--- config.mk ---
export PLATFORM = sky130hd
export DESIGN_NAME = rf_wr_arbiter
export DESIGN_NICKNAME = d
export VERILOG_FILES = /design/src/rtl/rf_pkg.sv /design/src/rtl/rf_wr_slot.sv /design/src/rtl/rf_wr_arbiter.sv
export SDC_FILE = /design/constraint.sdc
export NUM_CORES = 1
export LEC_CHECK = 0
export ABC_AREA = 0
export CORE_UTILIZATION = 45
export CTS_CLUSTER_DIAMETER = 120
export DETAILED_ROUTE_END_ITERATION = 10
export DONT_BUFFER_PORTS = 1
export GPL_TIMING_DRIVEN = 1
export HOLD_SLACK_MARGIN = 0.02
export PLACE_DENSITY = 0.63
export SETUP_SLACK_MARGIN = 0.1
export SLEW_MARGIN = 25
export SYNTH_ARGS = -nofsm -noshare
export SYNTH_HDL_FRONTEND = slang
export SYNTH_SLANG_ARGS = --single-unit
--- constraint.sdc ---
create_clock -name clk -period 2.3 [get_ports clk]
set_input_delay 0.345 -clock clk [delete_from_list [all_inputs] [get_ports clk]]
set_output_delay 0.345 -clock clk [all_outputs]
set_load 0.05 [all_outputs]
--- src/rtl/rf_pkg.sv ---
// Shared types and constants for the register-file write arbiter.
// Optional feature macro: RF_ZERO_REG_GUARD_EN (used by rf_wr_slot and rf_wr_arbiter).
package rf_pkg;

  localparam int RF_AW = 5;
  localparam int RF_DW = 32;

  localparam logic REQ_A = 1'b0;
  localparam logic REQ_M = 1'b1;

  typedef struct packed {
    logic             valid;
    logic [RF_AW-1:0] addr;
    logic [RF_DW-1:0] data;
  } rf_wreq_t;

endpackage

--- src/rtl/rf_wr_slot.sv ---
// One-entry write-request holding slot with valid/ready intake and pop on grant.
// Optional feature macro: RF_ZERO_REG_GUARD_EN (discards requests to register 0).
module rf_wr_slot
  import rf_pkg::*;
#(
  parameter int AW = RF_AW,
  parameter int DW = RF_DW
) (
  input  logic          clk,
  input  logic          rst_n,
  input  logic          in_valid,
  output logic          in_ready,
  input  logic [AW-1:0] in_addr,
  input  logic [DW-1:0] in_data,
  input  logic          pop,
  output logic          slot_valid,
  output logic [AW-1:0] slot_addr,
  output logic [DW-1:0] slot_data
);

  logic          valid_q, valid_d;
  logic [AW-1:0] addr_q, addr_d;
  logic [DW-1:0] data_q, data_d;
  logic          accept;
  logic          load;

  // Handshake: a transfer happens on a clock edge where in_valid && in_ready.
  // in_ready depends only on slot state (pop comes from slot valids), never on in_valid.
  assign in_ready = !valid_q || pop;
  assign accept   = in_valid && in_ready;

`ifdef RF_ZERO_REG_GUARD_EN
  assign load = accept && (in_addr != '0);
`else
  assign load = accept;
`endif

  always_comb begin
    valid_d = valid_q;
    addr_d  = addr_q;
    data_d  = data_q;
    if (load) begin
      valid_d = 1'b1;
      addr_d  = in_addr;
      data_d  = in_data;
    end else if (pop) begin
      valid_d = 1'b0;
    end
  end

  always_ff @(posedge clk) begin
    if (!rst_n) begin
      valid_q <= 1'b0;
      addr_q  <= '0;
      data_q  <= '0;
    end else begin
      valid_q <= valid_d;
      addr_q  <= addr_d;
      data_q  <= data_d;
    end
  end

  assign slot_valid = valid_q;
  assign slot_addr  = addr_q;
  assign slot_data  = data_q;

endmodule

--- src/rtl/rf_wr_arbiter.sv ---
// Round-robin arbiter sharing the RF write port between ALU (A) and load (M) writeback.
// Optional feature macro: RF_ZERO_REG_GUARD_EN (register 0 writes dropped, rr==0 never hazards).
module rf_wr_arbiter
  import rf_pkg::*;
#(
  parameter int DW = RF_DW,
  parameter int AW = RF_AW
) (
  input  logic          clk,
  input  logic          rst_n,
  input  logic          a_valid,
  output logic          a_ready,
  input  logic [AW-1:0] a_addr,
  input  logic [DW-1:0] a_data,
  input  logic          m_valid,
  output logic          m_ready,
  input  logic [AW-1:0] m_addr,
  input  logic [DW-1:0] m_data,
  output logic [AW-1:0] wr,
  output logic [DW-1:0] wd,
  output logic          regwr,
  input  logic [AW-1:0] rr1,
  input  logic [AW-1:0] rr2,
  output logic          hazard
);

  logic          sa_valid, sm_valid;
  logic [AW-1:0] sa_addr, sm_addr;
  logic [DW-1:0] sa_data, sm_data;
  logic          grant_a, grant_m;
  logic          rr_ptr_q, rr_ptr_d;
  logic          regwr_q;
  logic [AW-1:0] wr_q;
  logic [DW-1:0] wd_q;

  rf_wr_slot #(.AW(AW), .DW(DW)) u_slot_a (
    .clk        (clk),
    .rst_n      (rst_n),
    .in_valid   (a_valid),
    .in_ready   (a_ready),
    .in_addr    (a_addr),
    .in_data    (a_data),
    .pop        (grant_a),
    .slot_valid (sa_valid),
    .slot_addr  (sa_addr),
    .slot_data  (sa_data)
  );

  rf_wr_slot #(.AW(AW), .DW(DW)) u_slot_m (
    .clk        (clk),
    .rst_n      (rst_n),
    .in_valid   (m_valid),
    .in_ready   (m_ready),
    .in_addr    (m_addr),
    .in_data    (m_data),
    .pop        (grant_m),
    .slot_valid (sm_valid),
    .slot_addr  (sm_addr),
    .slot_data  (sm_data)
  );

  // rr_ptr only decides ties; after any grant it points at the other requester.
  assign grant_a = sa_valid && (!sm_valid || rr_ptr_q == REQ_A);
  assign grant_m = sm_valid && (!sa_valid || rr_ptr_q == REQ_M);

  always_comb begin
    rr_ptr_d = rr_ptr_q;
    if (grant_a)      rr_ptr_d = REQ_M;
    else if (grant_m) rr_ptr_d = REQ_A;
  end

  always_ff @(posedge clk) begin
    if (!rst_n) begin
      rr_ptr_q <= REQ_A;
      regwr_q  <= 1'b0;
      wr_q     <= '0;
      wd_q     <= '0;
    end else begin
      rr_ptr_q <= rr_ptr_d;
      regwr_q  <= grant_a || grant_m;
      if (grant_a) begin
        wr_q <= sa_addr;
        wd_q <= sa_data;
      end else if (grant_m) begin
        wr_q <= sm_addr;
        wd_q <= sm_data;
      end
    end
  end

  assign regwr = regwr_q;
  assign wr    = wr_q;
  assign wd    = wd_q;

  function automatic logic addr_hit(input logic [AW-1:0] a,
                                    input logic [AW-1:0] r1,
                                    input logic [AW-1:0] r2);
`ifdef RF_ZERO_REG_GUARD_EN
    return ((r1 != '0) && (a == r1)) || ((r2 != '0) && (a == r2));
`else
    return (a == r1) || (a == r2);
`endif
  endfunction

  // Covers both queued slots and the write currently on the RF port (commits next edge).
  assign hazard = (sa_valid && addr_hit(sa_addr, rr1, rr2)) ||
                  (sm_valid && addr_hit(sm_addr, rr1, rr2)) ||
                  (regwr_q  && addr_hit(wr_q, rr1, rr2));

endmodule

==> metrics.yaml, run 1 <==
run_status:
  status: "completed"
final_layout:
  nets: 755
  drive_gt1_share_pct: 14.85
  diodes: 0
  final_cell_count_no_fill: 820
  syn2layout_area_growth_pct: 39.87
  fin_area_sq_mm: 0.006962
synth:
  syn_nets: 633
  synth_warnings: 0
  syn-mean-instance-area_sq_um: 9.133
  synthDistinctLibCells: 27
  synth.area.top_cells: "dfxtp_1, nand2_1, mux2i_1, a21boi_1, xnor2_1"
  synth-seq-cells: 115
  ys_seq_area_share_pct: 46.25
  yosys.area.top_type: "dfxtp_1"
  netlist_area_sq_mm: 0.004977
  synth_edf_count: 0
  synthFlopType: "dfxtp_1"
  syn_inst: 545
  async_reset_ff_share_pct: 0
  synth.top_cell.area_share_pct: 46.25
placed_design:
  dp_hpwl_um: 7564
  postPlaceCellArea_sq_mm: 0.005087
  dp_cells: 668
  gp_congestion: 0.7885
  io_buffers: 0
worst_setup_path:
  worstReg2RegStart: "u_slot_m.slot_valid$_SDFFE_PN0P_"
  start_kind: "flop"
  end_kind: "output pin"
  arrival_ns: 1.76
  crit_fanout: 3
  critical_path_class: "flop to output pin"
  worstSetupStartpoint: "wr[1]$_SDFFE_PN0P_"
  required_ns: 1.96
pwr:
  p_leak_nw: 2.725
  ir_worst_vdd_v: 0.0004919
  power_density_mw_per_mm2: 831.4
  power.total_mw: 5.788
run:
  drv_cap: 0
route:
  drt-vias-per-instance: 5.202
  vias: 4266
  wl_um: 13270
  drc: 0
  drtPass1Iterations: 4
  wl_per_cell_um: 16.18
  drt_iter0_markers: 240
  ant_nets: 0
clocking:
  tritoncts: "built"
  cts_inserted_buffers: 17
  cts.sinks: 115
  clk_latency_ns: 0.51
  postCtsSetupBuffers: 0
  clk_path_buf_depth: 2
  clockRootBuffer: "clkbuf_8"
  path_clk_slew_ns: 0.06
  cts_max_level: 4
global_routing:
  grt_pass1_vias: 4372
  grt_usage_pct: 24.60
  grt_pass1_wl_um: 21590
  grt_max_degree: 47
  grt-ovfl-total: 0
  grt_antenna_before_repair: 0
floorplanning:
  die_h_um: 107.2
  coreArea_sq_mm: 0.01079
  start_util_pct: 46.12
  die_area_sq_mm: 0.01149
  row_count: 38
  pin_count: 129
  die_x_um: 107.2
timing:
  setup_tns_ns: 0
  maxSlewViolCount: 0
  finalHoldViolations: 0
  tightest_slew_ns: 0.5441
  skew_ns: 0.01010
  relSlewSlack_pct: 63.68
  period_needed_ns: 2.106
  setup_viol: 0
  rsz0062_at_grt: "no"
  min_period_over_period_pct: 91.55
  timing.fmax_mhz: 474.9
worst_hold_path:
  hp-start: "rst_n"
  hold_path_class: "input pin to flop"
[worst max-delay path: stages (launching register included)]
cell     delay (ns)
dfxtp_1        0.36
buf_4          0.23
xnor2_1        0.09
nand3_1        0.08
o22ai_1        0.06
a211o_2        0.42
[cells in the final DEF (no fill, tap or decap), types with 3 or more instances in the layout]
cell,Yosys,final
xnor2_1,30,30
clkbuf_8,0,6
inv_1,3,3
dfxtp_1,115,113
o21ai_0,9,8
mux2i_1,37,37
o22ai_1,3,3
clkinv_2,0,3
clkbuf_16,0,16
o21ai_1,30,30
a21boi_1,40,40
buf_12,3,5
nand4_1,4,4
nand2_1,171,171
a21boi_2,21,20
dlygate4sd3_1,0,119
a21boi_0,16,16
buf_4,4,14
bufinv_16,0,5
nand2_2,22,22
[cells in the mapped netlist, types with 3 or more instances]
| library cell | instances |
|---|---|
| buf_4 | 4 |
| nand2_1 | 171 |
| dfxtp_1 | 115 |
| xnor2_1 | 30 |
| buf_2 | 11 |
| o22ai_1 | 3 |
| o21ai_1 | 30 |
| inv_1 | 3 |
| buf_6 | 5 |
| nand4_1 | 4 |
| a21boi_0 | 16 |
| clkbuf_1 | 9 |
| nand2_2 | 22 |
| a21boi_1 | 40 |
| a21boi_2 | 21 |
| buf_12 | 3 |
| o21ai_0 | 9 |
| mux2i_1 | 37 |
[final timing paths]
path | to | slack, ns | cells after the start
min | u_slot_m.slot_data[31]$_SDFFE_PN0P_ | 0.19 | 2
max | hazard | 0.19 | 5
max reg2reg | u_slot_a.slot_data[17]$_SDFFE_PN0P_ | 0.24 | 6
min reg2reg | u_slot_a.slot_data[1]$_SDFFE_PN0P_ | 0.46 | 2
[routing by layer]
layer / share of wire [%] / global-route usage (%) / wire length (um) / vias to the layer above
met5: 0 / 0 / 0 / -
met2: 50 / 42.30 / 6646 / 124
met1: 43 / 29.10 / 5736 / 2088
li1: - / - / - / 2040
met3: 5.5 / 7.477 / 736 / 14
met4: 1.1 / 8.023 / 148 / 0
[cell families after synthesis]
kind of cell              synth area share [%]
AOI/OAI and AO/OA                        17.77
xor gates and xnor gates                 5.279
buffers and inverters                    5.656
DFF                                      46.25
muxes                                    7.441
and+or+nand+nor                          17.60
[flip-flops by register name (all words and copies together) (netlist names)]
| register | cells |
|---|---|
| u_slot_m.slot_addr | 5 |
| regwr | 1 |
| wd | 32 |
| u_slot_a.slot_valid | 1 |
| u_slot_a.slot_data | 32 |
| wr | 5 |
| u_slot_m.slot_data | 32 |
| rr_ptr_q | 1 |
| u_slot_m.slot_valid | 1 |
| u_slot_a.slot_addr | 5 |
[report_power, final]
part           switching, mW  internal [mW]  leakage (nW)
Sequential             0.160           2.10         0.944
Combinational          0.277          0.328          1.46
Clock                  0.915           2.01         0.324
[final cells by class]
class / count / area (sq um)
clock buffer: 23 / 486.7
clock inverter: 9 / 172.7
fill: 867 / 3831
inverter: 3 / 11.26
multi-input combinational: 392 / 2415
sequential: 115 / 2305
tap: 140 / 175.2
timing repair buffer: 138 / 1396
[stage by stage]
| stage | utilization, % | worst slack, ns | hold WS (ns) |
|---|---|---|---|
| finish | 64.50 | 0.1942 | 0.1878 |
| global route | 64.50 | 0.08629 | 0.1463 |
| CTS | 64.48 | 0.1199 | 0.1336 |
| detailed placement | 47.14 | 0.5072 | 0.4447 |
| global placement | 47.14 | 0.5542 | 0.4403 |
| floorplan | - | 0.4770 | 0.4344 |
[timing repair]
action,CTS,global route
setup endpoints to repair,1,40
hold buffers,120,0
gates resized for setup,1,2
pin swaps,0,1
endpoints found under the hold margin,77,0
cloned,0,0
No activity file was read; power rests on OpenSTA's default activity.
==> run 2, diff against run 1 <==
- ABC_CLOCK_PERIOD_IN_PS: not set -> 2300
==> results of run 2 <==
Same layout as run 1: the final DEF is identical, and so are final timing and power.
==> run 3, diff against run 2 <==
- CTS_BUF_LIST: not set -> sky130_fd_sc_hd__clkbuf_16
==> metrics.yaml, run 3 (synthesized netlist as in run 1, its figures left out) <==
worst_setup_path:
  max_stage_delay_ns: 0.46  # was 0.42 ns
  r2r_cells: 6  # unchanged
  arrival_ns: 1.69  # was 1.76 ns
  start_kind: "flop"  # unchanged
  cp_num_cells: 5  # unchanged
  crit_slowest_cell: "a211o_2"  # unchanged
  crit_chain: "buf_4 -> xnor2_1 -> nand3_1 -> o22ai_1 -> a211o_2"  # unchanged
  crit_buf_inv: 1  # unchanged
  end_kind: "output pin"  # unchanged
  crit_family: "compound AO/OA/AOI/OAI gates"  # unchanged
  worstSetupStartpoint: "wr[1]$_SDFFE_PN0P_"  # unchanged
  critical_path_class: "flop to output pin"  # unchanged
  crit_fanout: 3  # unchanged
  worstReg2RegStart: "u_slot_m.slot_valid$_SDFFE_PN0P_"  # unchanged
  required_ns: 1.96  # about the same
pwr:
  ir_worst_vdd_v: 0.0004703  # was 0.0004919 V
  power_frac_comb_pct: 7.6  # was 10.4%
  power.total_mw: 5.458  # was 5.788 mW
  p_sw_mw: 1.279  # was 1.352 mW
  pwr-share-clk_pct: 51.0  # was 50.5%
  power_density_mw_per_mm2: 956.0  # was 831.4 mW/mm^2
  p_seq_share_pct: 41.3  # was 39.0%
  switching_share_pct: 23.43  # was 23.36%
  p_leak_nw: 2.115  # was 2.725 nW
  power.internal_mw: 4.179  # was 4.436 mW
global_routing:
  grt_antenna_before_repair: 0  # unchanged
  grt_pass1_wl_um: 18310  # was 21590 um
  grt_max_degree: 80  # was 47
  grt_pass1_vias: 3588  # was 4372
  grt_usage_pct: 21.03  # was 24.60%
  grt-ovfl-total: 0  # unchanged
timing:
  min_period_over_period_pct: 88.62  # was 91.55%
  relSlewSlack_pct: 63.44  # was 63.68%
  setup_viol: 0  # unchanged
  whs_ns: 0.05846  # was 0.1878 ns
  setup_tns_ns: 0  # unchanged
  finalHoldViolations: 0  # unchanged
  period_needed_ns: 2.038  # was 2.106 ns
  skew_ns: 0.009960  # was 0.01010 ns
  rsz0062_at_grt: "no"  # unchanged
  tightest_slew_ns: 0.5477  # was 0.5441 ns
  timing.fmax_mhz: 490.6  # was 474.9 MHz
  maxSlewViolCount: 0  # unchanged
  setup_ws_ns: 0.2617  # was 0.1942 ns
floorplanning:
  die_h_um: 107.2  # unchanged
  die_x_um: 107.2  # unchanged
  row_count: 38  # unchanged
  start_util_pct: 46.12  # unchanged
  coreArea_sq_mm: 0.01079  # unchanged
  pin_count: 129  # unchanged
  die_area_sq_mm: 0.01149  # unchanged
placed_design:
  dp_cells: 668  # unchanged
  postPlaceCellArea_sq_mm: 0.005087  # unchanged
  dp_hpwl_um: 7564  # unchanged
  gp_congestion: 0.7885  # unchanged
  io_buffers: 0  # unchanged
  place_ws_ns: 0.5072  # unchanged
route:
  ant_nets: 0  # unchanged
  wl_per_cell_um: 16.23  # was 16.18 um
  wl_um: 11360  # was 13270 um
  vias: 3639  # was 4266
  wl_met1_um: 5027  # was 5736 um
  drc: 0  # unchanged
  drtPass1Iterations: 4  # unchanged
  wl_met2_um: 5442  # was 6646 um
  routed-wl-met3_um: 788  # was 736 um
  drt-vias-per-instance: 5.199  # was 5.202
  routed.top_layer: "met4"  # unchanged
  drt_iter0_markers: 170  # was 240
clocking:
  path_clk_slew_ns: 0.05  # was 0.06 ns
  cts.sinks: 115  # unchanged
  clockRootBuffer: "clkbuf_16"  # was clkbuf_8
  postCtsSetupBuffers: 0  # unchanged
  cts-hold-fix-buffers: 0  # was 120
  clk_path_buf_depth: 2  # unchanged
  cts_max_level: 4  # unchanged
  cts_inserted_buffers: 17  # unchanged
  clk_latency_ns: 0.41  # was 0.51 ns
  tritoncts: "built"  # unchanged
run:
  drv_cap: 0  # unchanged
worst_hold_path:
  hold_path_class: "input pin to flop"  # unchanged
  hp-start: "m_data[28]"  # was rst_n
  whs_path_depth: 2  # unchanged
final_layout:
  post-route-util_pct: 52.90  # was 64.50%
  drive_gt1_share_pct: 16.61  # was 14.85%
  final_cell_count_no_fill: 700  # was 820
  fin_area_sq_mm: 0.005709  # was 0.006962 sq mm
  nets: 635  # was 755
  diodes: 0  # unchanged
  syn2layout_area_growth_pct: 14.71  # was 39.87%
  final_cell_mix: "nand2_1, dfxtp_1, a21boi_1"  # was nand2_1, dlygate4sd3_1, dfxtp_1
  final_common_cell: "nand2_1"  # unchanged
run_status:
  status: "completed"  # unchanged
## run 3: metal layers
| metal | up-vias | GRT usage [%] |
|---|---|---|
| li1 | 1797 | - |
| met1 | 1740 | 25.74 |
| met2 | 93 | 34.52 |
| met3 | 9 | 7.964 |
| met4 | 0 | 5.577 |
| met5 | - | 0 |
## run 3: power groups by stage
| stage | clock network (mW) | logic [mW] | registers (mW) |
|---|---|---|---|
| after floorplan | 0 | 0.358 | 2.28 |
| after global placement | 0 | 0.412 | 2.29 |
| after detailed placement | 0 | 0.421 | 2.30 |
| after CTS | 2.84 | 0.423 | 2.26 |
| after global routing | 2.94 | 0.460 | 2.27 |
| final | 2.79 | 0.415 | 2.26 |
## run 3: layout make-up
class                   count  area, sq um
repair buffers             18        185.2
clock buffers              17        425.4
inverters                   3        11.26
fillers                  1010         5084
well taps                 140        175.2
multi-input cells         392         2415
clock inverters            15        195.2
flip-flops and latches    115         2302
## run 3: final timing paths
kind | end | slack, ns
worst max-delay path | hazard | 0.26
worst min-delay path | u_slot_m.slot_data[28]$_SDFFE_PN0P_ | 0.06
worst max register to register | u_slot_m.slot_addr[4]$_SDFFE_PN0P_ | 0.50
worst min register to register | u_slot_a.slot_data[5]$_SDFFE_PN0P_ | 0.45
## run 3: timing repair
item,CTS,global route
endpoints found under the hold margin,0,0
setup endpoints to repair,0,1
gates resized for setup,0,1
